$ cat src/rtl/controller_pkg.sv
// Shared ISA definitions for the RISC CPU: opcode and instruction-phase
// encodings, plus the ALU-class opcode membership helper.
package cpu_pkg;

    typedef enum logic [2:0] {
        HLT = 3'd0,
        SKZ = 3'd1,
        ADD = 3'd2,
        AND = 3'd3,
        XOR = 3'd4,
        LDA = 3'd5,
        STO = 3'd6,
        JMP = 3'd7
    } opcode_e;

    typedef enum logic [2:0] {
        INST_ADDR  = 3'd0,
        INST_FETCH = 3'd1,
        INST_LOAD  = 3'd2,
        IDLE       = 3'd3,
        OP_ADDR    = 3'd4,
        OP_FETCH   = 3'd5,
        ALU_OP     = 3'd6,
        STORE      = 3'd7
    } phase_e;

    // Opcodes whose operand is read from memory and loaded into the accumulator
    function automatic logic is_aluop(input logic [2:0] op);
        return (op == ADD) || (op == AND) || (op == XOR) || (op == LDA);
    endfunction

endpackage

$ cat src/rtl/controller.sv
// 8-phase instruction sequencer with sticky HALTED state.
// Optional single-step gating at INST_ADDR when CTRL_STEP_EN is defined.
module controller
    import cpu_pkg::*;
(
    input  logic       clk,
    input  logic       rst,
    input  logic [2:0] opcode,
    input  logic       zero,
`ifdef CTRL_STEP_EN
    input  logic       step,
`endif
    output logic       sel,
    output logic       rd,
    output logic       ld_ir,
    output logic       halt,
    output logic       inc_pc,
    output logic       ld_ac,
    output logic       ld_pc,
    output logic       wr,
    output logic       data_e
);

    phase_e r_phase;
    logic   r_halted;
    logic   w_aluop;
    logic   w_hold;

    assign w_aluop = is_aluop(opcode);

`ifdef CTRL_STEP_EN
    assign w_hold = (r_phase == INST_ADDR) && !step;
`else
    assign w_hold = 1'b0;
`endif

    always_ff @(posedge clk) begin
        if (rst) begin
            r_phase  <= INST_ADDR;
            r_halted <= 1'b0;
        end else if (!r_halted) begin
            if (r_phase == OP_ADDR && opcode == HLT) begin
                r_halted <= 1'b1;
            end else if (!w_hold) begin
                r_phase <= phase_e'(r_phase + 3'd1);
            end
        end
    end

    // Strobes decode the live opcode/zero so SKZ sees zero within ALU_OP itself
    always_comb begin
        sel    = 1'b0;
        rd     = 1'b0;
        ld_ir  = 1'b0;
        halt   = 1'b0;
        inc_pc = 1'b0;
        ld_ac  = 1'b0;
        ld_pc  = 1'b0;
        wr     = 1'b0;
        data_e = 1'b0;
        if (r_halted) begin
            halt = 1'b1;
        end else begin
            case (r_phase)
                INST_ADDR: begin
                    sel = 1'b1;
                end
                INST_FETCH: begin
                    sel = 1'b1;
                    rd  = 1'b1;
                end
                INST_LOAD, IDLE: begin
                    sel   = 1'b1;
                    rd    = 1'b1;
                    ld_ir = 1'b1;
                end
                OP_ADDR: begin
                    inc_pc = 1'b1;
                    halt   = (opcode == HLT);
                end
                OP_FETCH: begin
                    rd = w_aluop;
                end
                ALU_OP: begin
                    rd     = w_aluop;
                    inc_pc = (opcode == SKZ) && zero;
                    ld_pc  = (opcode == JMP);
                    data_e = (opcode == STO);
                end
                STORE: begin
                    rd     = w_aluop;
                    ld_ac  = w_aluop;
                    ld_pc  = (opcode == JMP);
                    wr     = (opcode == STO);
                    data_e = (opcode == STO);
                end
                default: ;
            endcase
        end
    end

    a_rd_wr_excl: assert property (@(posedge clk) disable iff (rst) !(rd && wr));

endmodule

$ cat config.mk
export PLATFORM = sky130hd
export DESIGN_NAME = controller
export DESIGN_NICKNAME = d
export VERILOG_FILES = /design/src/rtl/controller_pkg.sv /design/src/rtl/controller.sv
export SDC_FILE = /design/constraint.sdc
export NUM_CORES = 1
export LEC_CHECK = 0
export BUFFER_PORTS_ARGS = -buffer_cell sky130_fd_sc_hd__buf_2
export CAP_MARGIN = 20
export CORE_AREA = 5 5 42 44
export DETAILED_ROUTE_END_ITERATION = 10
export DIE_AREA = 0 0 47 49
export PLACE_DENSITY_LB_ADDON = 0.2
export SLEW_MARGIN = 20
export SYNTH_ARGS = -nofsm -noshare
export SYNTH_HDL_FRONTEND = slang
export SYNTH_SLANG_ARGS = --single-unit
$ cat constraint.sdc
create_clock -name clk -period 2.4 [get_ports clk]
set_clock_uncertainty 0.05 [all_clocks]
set_input_delay 0.48 -clock clk [delete_from_list [all_inputs] [get_ports clk]]
set_output_delay 0.48 -clock clk [all_outputs]
set_load 0.005 [all_outputs]
==> results.rst, run 1 <==
.. list-table::
   :header-rows: 1

   * - Metric
     - Value
   * - Worst Path Arrival
     - ~1.7 ns
   * - Worst Tran Pin Value
     - 0.4456 ns
   * - Synth area leader
     - sky130_fd_sc_hd__dfxtp_1
   * - Clock latency on the worst-skew pair
     - approximately 0.23 ns
   * - Buffers inserted by post-CTS timing repair
     - 0
   * - Post-route design area
     - ~520 sq um
   * - Category of cells accounting for the largest share of critical-path delay
     - simple AND/OR/NAND/NOR gates
   * - Overflow left after global routing
     - 0
   * - DRT Pass-1 Iters
     - 3
   * - Clock transition at the registers of the reported paths
     - about 0.040 ns
   * - Initial DRC count
     - 6
   * - Global Route Usage Sum
     - between 9 and 10%
   * - CP Class
     - flip-flop to primary output
   * - Leading cell type by number of instances after synthesis
     - sky130_fd_sc_hd__ha_1
   * - Post-synthesis instance area
     - approximately 420 sq um
   * - Synth top area share
     - between 10% and 20%
   * - Nets
     - a little over 80
   * - Sequential cell area fraction in the yosys report
     - a little under a fifth
   * - Path class of the lowest-slack min-delay path
     - input port to flip-flop
   * - CP Capture Type
     - primary output
   * - Clock root cell
     - sky130_fd_sc_hd__clkbuf_4
   * - Buffering stage count on the worst path with inverters included
     - 2
   * - Hold_buf cts
     - 0
   * - Layout cells sized above 1
     - between 20 and 30%
   * - Launching element type of the critical path
     - flip-flop
   * - Die area
     - around 2300 sq um
   * - Required time at the endpoint of the critical path
     - about 1.9 ns
   * - Area growth from synthesis to layout
     - 24.40%
   * - Setup repair after global routing missed its margin
     - false
   * - Vias
     - 430
   * - Number of ports placed on the die boundary
     - 15
   * - Via count normalized by instance count
     - between 5 and 6
   * - Vertical die dimension
     - between 40 and 50 microns
   * - Post-synth top cells
     - sky130_fd_sc_hd__ha_1, sky130_fd_sc_hd__inv_1, sky130_fd_sc_hd__dfxtp_1, sky130_fd_sc_hd__nor2_1, sky130_fd_sc_hd__nor3_1
   * - Hold WS
     - 0.4819 ns
   * - Half-perimeter wire length after placement
     - 833.4 microns
   * - Achievable frequency
     - between 0.4 and 0.5 GHz
   * - Syn_nets
     - 65
   * - Vias in the first global route
     - just over 400
   * - Number of diodes added for antenna fixing
     - 0
   * - Cell with the biggest individual delay on the critical path
     - sky130_fd_sc_hd__dfxtp_1
   * - Maximum clock insertion buffer count
     - 2
   * - Placement Cell Area
     - ~500 sq um
   * - Largest incremental delay on the critical path
     - between 0.4 and 0.5 ns
   * - Worst-case vdd ir drop
     - around 320 uV
   * - Final slew viol count
     - 0
   * - Input/output buffers
     - 14
   * - Antenna viol nets, final
     - 0
   * - Cells after Synth
     - 53
   * - Relative slew margins
     - approximately 70%
   * - Share of the core filled with cells in the final layout
     - between 30% and 40%
   * - Total of max-cap violations
     - 0
   * - Number of clock sinks
     - 4
   * - Number of hold-slack violations in the final timing report
     - 0
   * - Total of warnings raised by yosys
     - 0
   * - Number of DRC violations after detailed routing
     - 0
   * - Final worst path period need
     - 2.218 ns
   * - Yosys reg bits
     - 4
   * - Initial Util
     - about 30%
   * - Largest cells by area after synthesis
     - sky130_fd_sc_hd__dfxtp_1, sky130_fd_sc_hd__ha_1, sky130_fd_sc_hd__mux2i_1
   * - Floorplan die width
     - 47 microns
   * - Average cell area after synthesis
     - 7.932 sq um
   * - Avg WL per Cell
     - around 12 microns
   * - Count of placed standard cells in the final layout, fillers left out
     - 84
   * - Wire length of the first global-routing pass
     - 1.676 mm
   * - Antenna violations before repair
     - 0
   * - Worst-path cell chain
     - inv_1 -> ha_1 -> or3_1 -> a21oi_1 -> nor2_1 -> buf_2
   * - Routed wire length
     - just over 1 mm
   * - Pin count of the biggest net entering global routing
     - 15
   * - Setup-failing EPs final
     - 0
   * - Cts repair resizes
     - 0
   * - Number of distinct library cell variants in the gate-level netlist after synthesis
     - 27
   * - Total core area
     - approximately 1400 sq um
   * - Final setup TNS
     - 0 ns
   * - LEAKAGE
     - between 0.2 and 0.3 nW
   * - Proportion of synthesized flip-flops having asynchronous set or reset
     - 0%
   * - Run status
     - complete, no violations
   * - Cell count after placement
     - 81
   * - CTS Buf Count
     - 3
   * - Final weighted congestion of routability-driven global placement
     - roughly 0.75
   * - Number of enable flip-flop cells after synthesis
     - 0
   * - Main flop type after synthesis
     - sky130_fd_sc_hd__dfxtp_1
   * - Period utilisation layout
     - around 90%
   * - Power Density
     - about 830 nW/um^2
   * - Placement Rows
     - 14
   * - Largest driver fanout on the critical path
     - 7
   * - TritonCTS clock tree
     - yes
   * - H-tree lvl count
     - 1
[layout make-up]
type | instances | area [sq um]
fill | 168 | 878.3
multi-input combinational | 42 | 311.5
sequential | 4 | 80.08
timing repair buffer | 14 | 70.07
clock buffer | 3 | 22.52
tap | 16 | 20.02
inverter | 5 | 18.77
[per-layer routing]
metal,vias to the layer above,wire length [microns],track usage (%)
met5,-,0,0
met4,0,0,5.530
met3,0,67,1.107
met2,11,472,15.38
met1,189,491,11.84
li1,230,-,-
[registers in the layout, summed over array words and instances (netlist names)]
signal	count
r_halted	1
r_phase	3
[cells by family (layout without fill, tap and decap cells)]
family	after synthesis	after routing	synth area share, %
AOI/OAI and AO/OA	9	9	15.18
xor gates and xnor gates	1	1	2.084
adders and majority gates	6	6	17.86
buffers and inverters	7	22	6.843
DFF	4	4	19.05
muxes	2	2	4.762
and+or+nand+nor	24	24	34.23
[power by group]
group          internal, mW  switching (mW)  total (mW)
clock network        0.0559          0.0263      0.0821
logic                 0.118           0.119       0.237
registers            0.0864          0.0279       0.114
total                 0.261           0.173       0.434
[per-stage QoR]
stage	total power [mW]	worst slack, ns
2_1_floorplan	0.2742	0.6362
3_3_place_gp	0.3562	0.4537
3_5_place_dp	0.3542	0.4171
4_1_cts	0.4421	0.1593
5_1_grt	0.4834	0.05594
6_report	0.4335	0.1816
[placed cells by master, fill, tap and decap left out, drive strengths merged, types with 2 or more instances in the layout]
cell type / instances
a21oi: 3
nor2: 5
inv: 5
clkbuf: 3
buf: 14
nor3b: 2
dfxtp: 4
nor3: 4
nand2: 2
mux2i: 2
nor4b: 2
nor4: 2
nand3b: 2
ha: 6
[final timing paths]
| kind | startpoint | endpoint | slack, ns | depth (start not counted) |
|---|---|---|---|---|
| worst min-delay path | rst | r_halted | 0.48 | 2 |
| worst max register to register | r_phase[0] | r_phase[1] | 0.93 | 4 |
| worst max-delay path | r_phase[0] | sel | 0.18 | 6 |
| worst min register to register | r_phase[1] | r_phase[1] | 0.50 | 2 |
No activity file was read; power rests on OpenSTA's default activity.
==> inputs of run 2 (changes only) <==
--- a/config.mk
+++ b/config.mk
@@ -8,7 +8,8 @@
 export BUFFER_PORTS_ARGS = -buffer_cell sky130_fd_sc_hd__buf_2
 export CAP_MARGIN = 20
-export CORE_AREA = 5 5 42 44
+export CORE_AREA = 3 3 40 42
+export CTS_CLUSTER_SIZE = 16
 export DETAILED_ROUTE_END_ITERATION = 10
-export DIE_AREA = 0 0 47 49
+export DIE_AREA = 0 0 43 45
 export PLACE_DENSITY_LB_ADDON = 0.2
 export SLEW_MARGIN = 20
==> constraint.sdc (replaced) <==
create_clock -name clk -period 2.4 [get_ports clk]
set_clock_uncertainty 0.05 [all_clocks]
set_input_delay 0.36 -clock clk [delete_from_list [all_inputs] [get_ports clk]]
set_output_delay 0.36 -clock clk [all_outputs]
set_load 0.005 [all_outputs]
==> results.rst, run 2 (synthesized netlist as in run 1, its figures left out) <==
.. list-table::
   :header-rows: 1

   * - Metric
     - Value
   * - Run status
     - complete, no violations
   * - CTS Buf Count
     - 3
   * - Nets
     - between 80 and 90
   * - Registers with the most flip-flops
     - r_phase (3), r_halted (1)
   * - H-tree lvl count
     - 1
   * - Reg-to-reg slack, setup
     - 0.93 ns
   * - Clock root cell
     - sky130_fd_sc_hd__clkbuf_4
   * - Relative slew margins
     - a little over two thirds
   * - Achievable frequency
     - roughly 0.48 GHz
   * - Vias in the first global route
     - 413
   * - Setup-failing EPs final
     - 0
   * - Area used by multi-input combinational logic
     - around 310 sq um
   * - Clock latency on the worst-skew pair
     - approximately 0.23 ns
   * - LEAKAGE
     - approximately 0.26 nW
   * - Pin count of the biggest net entering global routing
     - 15
   * - TritonCTS clock tree
     - yes
   * - Launching element type of the critical path
     - flip-flop
   * - Hold_buf cts
     - 0
   * - Top library cells by usage in the layout, fill and taps aside
     - sky130_fd_sc_hd__buf_2, sky130_fd_sc_hd__ha_1, sky130_fd_sc_hd__inv_1
   * - Number of clock sinks
     - 4
   * - Clock transition at the registers of the reported paths
     - around 0.04 ns
   * - Avg WL per Cell
     - 12.10 microns
   * - Final worst path period need
     - 2.077 ns
   * - Vias
     - ~430
   * - Leading cell type in the layout, fill and taps excluded
     - sky130_fd_sc_hd__buf_2
   * - Number of hold-slack violations in the final timing report
     - 0
   * - Total core area
     - approximately 1300 sq um
   * - Area growth from synthesis to layout
     - 24.11%
   * - Global Route Usage Sum
     - between 10 and 15%
   * - Routed wire length
     - 1.004 mm
   * - Worst Tran Pin Value
     - around 0.44 ns
   * - Final setup TNS
     - 0 ns
   * - Final slew viol count
     - 0
   * - Initial Util
     - 32.72%
   * - Number of DRC violations after detailed routing
     - 0
   * - Fill cell count
     - between 100 and 150
   * - Overflow left after global routing
     - 0
   * - Antenna viol nets, final
     - 0
   * - Setup repair after global routing missed its margin
     - false
   * - Maximum clock insertion buffer count
     - 2
   * - Input/output buffers
     - 14
   * - Initial DRC count
     - 3
   * - Wire length of the first global-routing pass
     - between 1.5 and 2 mm
   * - Sequential cell area
     - about 80 sq um
   * - Required time at the endpoint of the critical path
     - between 1.5 and 2 ns
   * - Power Density
     - approximately 800 nW/um^2
   * - Layout cells sized above 1
     - roughly 28%
   * - CP Capture Type
     - primary output
   * - CP Class
     - flip-flop to primary output
   * - Antenna violations before repair
     - 0
   * - Half-perimeter wire length after placement
     - a little under 800 microns
   * - Path class of the lowest-slack min-delay path
     - input port to flip-flop
   * - Worst Path Arrival
     - roughly 1.7 ns
   * - DRT Pass-1 Iters
     - 3
   * - Flip-flop count of the largest register, all copies and words added
     - 3
   * - Sum of internal, switching and leakage power
     - about 0.43 mW
   * - Via count normalized by instance count
     - 5.145
   * - Final weighted congestion of routability-driven global placement
     - about 0.75
   * - Number of ports placed on the die boundary
     - 15
   * - Floorplan die width
     - around 43 microns
   * - Worst-case vdd ir drop
     - between 400 and 500 uV
   * - Buffers inserted by post-CTS timing repair
     - 0
   * - Die area
     - ~1900 sq um
   * - Cts repair resizes
     - 0
   * - Largest driver fanout on the critical path
     - 7
   * - Register bank with the most flops
     - r_phase
   * - Number of diodes added for antenna fixing
     - 0
   * - Vertical die dimension
     - about 45 microns
   * - Total of max-cap violations
     - 0
   * - Period utilisation layout
     - between 80% and 90%
   * - Placement Rows
     - 13
-- run 2: layout make-up --
type                       instances  area share, %
multi-input combinational         42          59.71
sequential                         4          15.35
timing repair buffer              14          13.43
clock buffer                       3          4.317
inverter                           5          3.597
tap                               15          3.597
-- run 2: per-stage QoR --
stage                     cells  area, sq um  hold WS, ns  util (%)  setup slack (ns)
final                        83        521.8       0.3711     40.60            0.3233
after global routing         83        521.8       0.3845     40.60            0.1896
after CTS                    83        521.8       0.3642     40.60            0.2937
after detailed placement     80        499.2       0.4920     38.85            0.5394
after global placement       80        499.2       0.4948     38.85            0.5769
after floorplan              53        420.4       0.4473         -            0.7562
-- run 2: path summary, 6_finish.rpt --
kind                    from    endpoint  cells past startpoint
setup / recovery  r_phase[0]         sel                      6
hold / removal           rst    r_halted                      2
setup reg to reg  r_phase[0]  r_phase[1]                      4
hold reg to reg   r_phase[1]  r_phase[1]                      2
-- run 2: per-layer routing --
metal / vias up / track usage, % / share of wire, % / routed length, microns
met4: 0 / 3.614 / 0 / 0
met2: 11 / 18.86 / 44 / 445
met5: - / 0 / 0 / 0
met3: 0 / 3.187 / 5.6 / 56
met1: 187 / 13.49 / 50 / 502
li1: 229 / - / - / -
-- run 2: critical path, stage by stage (launching register included) --
cell,delay (ns)
sky130_fd_sc_hd__dfxtp_1,0.41
sky130_fd_sc_hd__inv_1,0.09
sky130_fd_sc_hd__ha_1,0.24
sky130_fd_sc_hd__or3_1,0.37
sky130_fd_sc_hd__a21oi_1,0.14
sky130_fd_sc_hd__nor2_1,0.04
sky130_fd_sc_hd__buf_2,0.14
-- run 2: power breakdown --
part / switching [mW] / internal (mW) / total, mW
Clock: 0.0237 / 0.0556 / 0.0793
Combinational: 0.118 / 0.118 / 0.235
Sequential: 0.0287 / 0.0865 / 0.115
Total: 0.170 / 0.260 / 0.430
==> inputs of run 3 (changes only) <==
Settings changed: CTS_BUF_LIST set to sky130_fd_sc_hd__clkbuf_2.
==> results.rst, run 3 (synthesized netlist as in run 1, its figures left out) <==
.. list-table::
   :header-rows: 1

   * - Metric
     - Value
   * - Run status
     - complete, no violations
   * - Hold_buf cts
     - 0
   * - Register bank with the most flops
     - r_phase
   * - Initial DRC count
     - 4
   * - Sequential cell area
     - approximately 80 sq um
   * - Vias in the first global route
     - about 410
   * - Vertical die dimension
     - about 45 microns
   * - Pin count of the biggest net entering global routing
     - 15
   * - Placement Rows
     - 13
   * - Clock root cell
     - sky130_fd_sc_hd__clkbuf_2
   * - LEAKAGE
     - 0.2575 nW
   * - Worst-case vdd ir drop
     - a little under 400 uV
   * - Input/output buffers
     - 14
   * - Largest driver fanout on the critical path
     - 7
   * - Layout cells sized above 1
     - around 28%
   * - Maximum clock insertion buffer count
     - 2
   * - Half-perimeter wire length after placement
     - just under 800 microns
   * - CP Class
     - flip-flop to primary output
   * - Switching share of power
     - between 40% and 50%
   * - Routing layer with the top usage in global route
     - met2
   * - Nets
     - between 80 and 90
   * - Wire length of the first global-routing pass
     - 1.676 mm
   * - Number of clock sinks
     - 4
   * - Avg WL per Cell
     - 12.11 microns
   * - Area growth from synthesis to layout
     - 22.32%
   * - Final worst-path setup slack
     - ~0.34 ns
   * - Internal power summed over all cells
     - between 0.2 and 0.25 mW
   * - TritonCTS clock tree
     - yes
   * - Clock transition at the registers of the reported paths
     - about 0.040 ns
   * - Share of the core filled with cells in the final layout
     - about 40%
   * - CTS Buf Count
     - 3
   * - Number of hold-slack violations in the final timing report
     - 0
   * - Clock latency on the worst-skew pair
     - roughly 0.20 ns
   * - Floorplan die width
     - approximately 43 microns
   * - Final setup TNS
     - 0 ns
   * - Worst Path Arrival
     - ~1.7 ns
   * - Initial Util
     - between 30 and 40%
   * - Worst slack at placement
     - approximately 0.54 ns
   * - Setup repair after global routing missed its margin
     - false
   * - DRT Pass-1 Iters
     - 4
   * - Cell count after placement
     - 80
   * - Switching power total
     - approximately 0.17 mW
   * - Final worst path period need
     - around 2.1 ns
   * - Power Density
     - 794.3 nW/um^2
   * - Cts repair resizes
     - 0
   * - Period utilisation layout
     - a little under nine tenths
   * - Routed wire length
     - 1.005 mm
   * - Required time at the endpoint of the critical path
     - 1.99 ns
   * - Area used by multi-input combinational logic
     - just over 300 sq um
   * - Number of diodes added for antenna fixing
     - 0
   * - Number of DRC violations after detailed routing
     - 0
   * - Final slew viol count
     - 0
   * - CP Capture Type
     - primary output
   * - Relative slew margins
     - a little under three quarters
   * - Final weighted congestion of routability-driven global placement
     - around 0.75
   * - Top library cells by usage in the layout, fill and taps aside
     - sky130_fd_sc_hd__buf_2, sky130_fd_sc_hd__ha_1, sky130_fd_sc_hd__inv_1
   * - Met3 track demand over resource in global routing
     - 3.187%
   * - Fill cell count
     - between 100 and 150
   * - Met1 track demand over resource in global routing
     - 13.73%
   * - Total of max-cap violations
     - 0
   * - Share of power burned in combinational logic
     - between 50 and 60%
   * - Launching element type of the critical path
     - flip-flop
   * - Sum of internal, switching and leakage power
     - slightly above 0.4 mW
   * - Setup-failing EPs final
     - 0
   * - Count of placed standard cells in the final layout, fillers left out
     - just over 80
   * - Achievable frequency
     - a little under 0.5 GHz
   * - Overflow left after global routing
     - 0
   * - Path class of the lowest-slack min-delay path
     - input port to flip-flop
   * - Leading cell type in the layout, fill and taps excluded
     - sky130_fd_sc_hd__buf_2
   * - Worst Tran Pin Value
     - around 0.44 ns
   * - Met2 routing resource usage after global routing
     - between 10% and 20%
   * - Vias
     - ~430
   * - Total core area
     - roughly 1300 sq um
   * - Registers with the most flip-flops
     - r_phase (3), r_halted (1)
   * - Flip-flop count of the largest register, all copies and words added
     - 3
   * - Number of ports placed on the die boundary
     - 15
   * - Die area
     - just under 2000 sq um
   * - Reg-to-reg slack, setup
     - around 0.91 ns
   * - Antenna violations before repair
     - 0
   * - H-tree lvl count
     - 1
   * - Via count normalized by instance count
     - 5.217
   * - Power share of the clock group
     - approximately 14%
   * - Antenna viol nets, final
     - 0
   * - Relative contribution of sequential cells to total power
     - between 20% and 30%
   * - Global Route Usage Sum
     - 11.16%
   * - Buffers inserted by post-CTS timing repair
     - 0
## run 3: final timing paths
path | from | endpoint | cells past startpoint
worst min register to register | r_phase[1] | r_phase[1] | 2
worst max-delay path | r_phase[0] | sel | 6
worst max register to register | r_phase[0] | r_phase[1] | 4
worst min-delay path | rst | r_halted | 2
## run 3: critical path, cell delays in order, from the launching register on
cell and delay (ns):
sky130_fd_sc_hd__dfxtp_1 0.42, sky130_fd_sc_hd__inv_1 0.09, sky130_fd_sc_hd__ha_1 0.24, sky130_fd_sc_hd__or3_1 0.37
sky130_fd_sc_hd__a21oi_1 0.14, sky130_fd_sc_hd__nor2_1 0.04, sky130_fd_sc_hd__buf_2 0.14
## run 3: cell type report
| class | instances | area share (%) |
|---|---|---|
| inverter | 5 | 3.650 |
| tap | 15 | 3.650 |
| sequential | 4 | 15.57 |
| multi-input combinational | 42 | 60.58 |
| clock buffer | 3 | 2.920 |
| timing repair buffer | 14 | 13.63 |
## run 3: through the flow
step           area (sq um)  hold slack (ns)
6_report              514.2           0.3968
5_1_grt               514.2           0.4054
4_1_cts               514.2           0.3873
3_5_place_dp          499.2           0.4920
3_3_place_gp          499.2           0.4948
2_1_floorplan         420.4           0.4473
## run 3: power by group through the flow
stage,logic [mW],registers [mW],clock network [mW]
5_1_grt,0.266,0.119,0.0642
4_1_cts,0.239,0.115,0.0621
3_3_place_gp,0.238,0.116,0
6_report,0.235,0.116,0.0575
2_1_floorplan,0.167,0.107,0
3_5_place_dp,0.238,0.116,0
## run 3: metal layers
metal | up-vias | routed length [microns]
met5 | - | 0
met4 | 0 | 0
met3 | 0 | 68
met2 | 13 | 448
met1 | 192 | 487
li1 | 228 | -
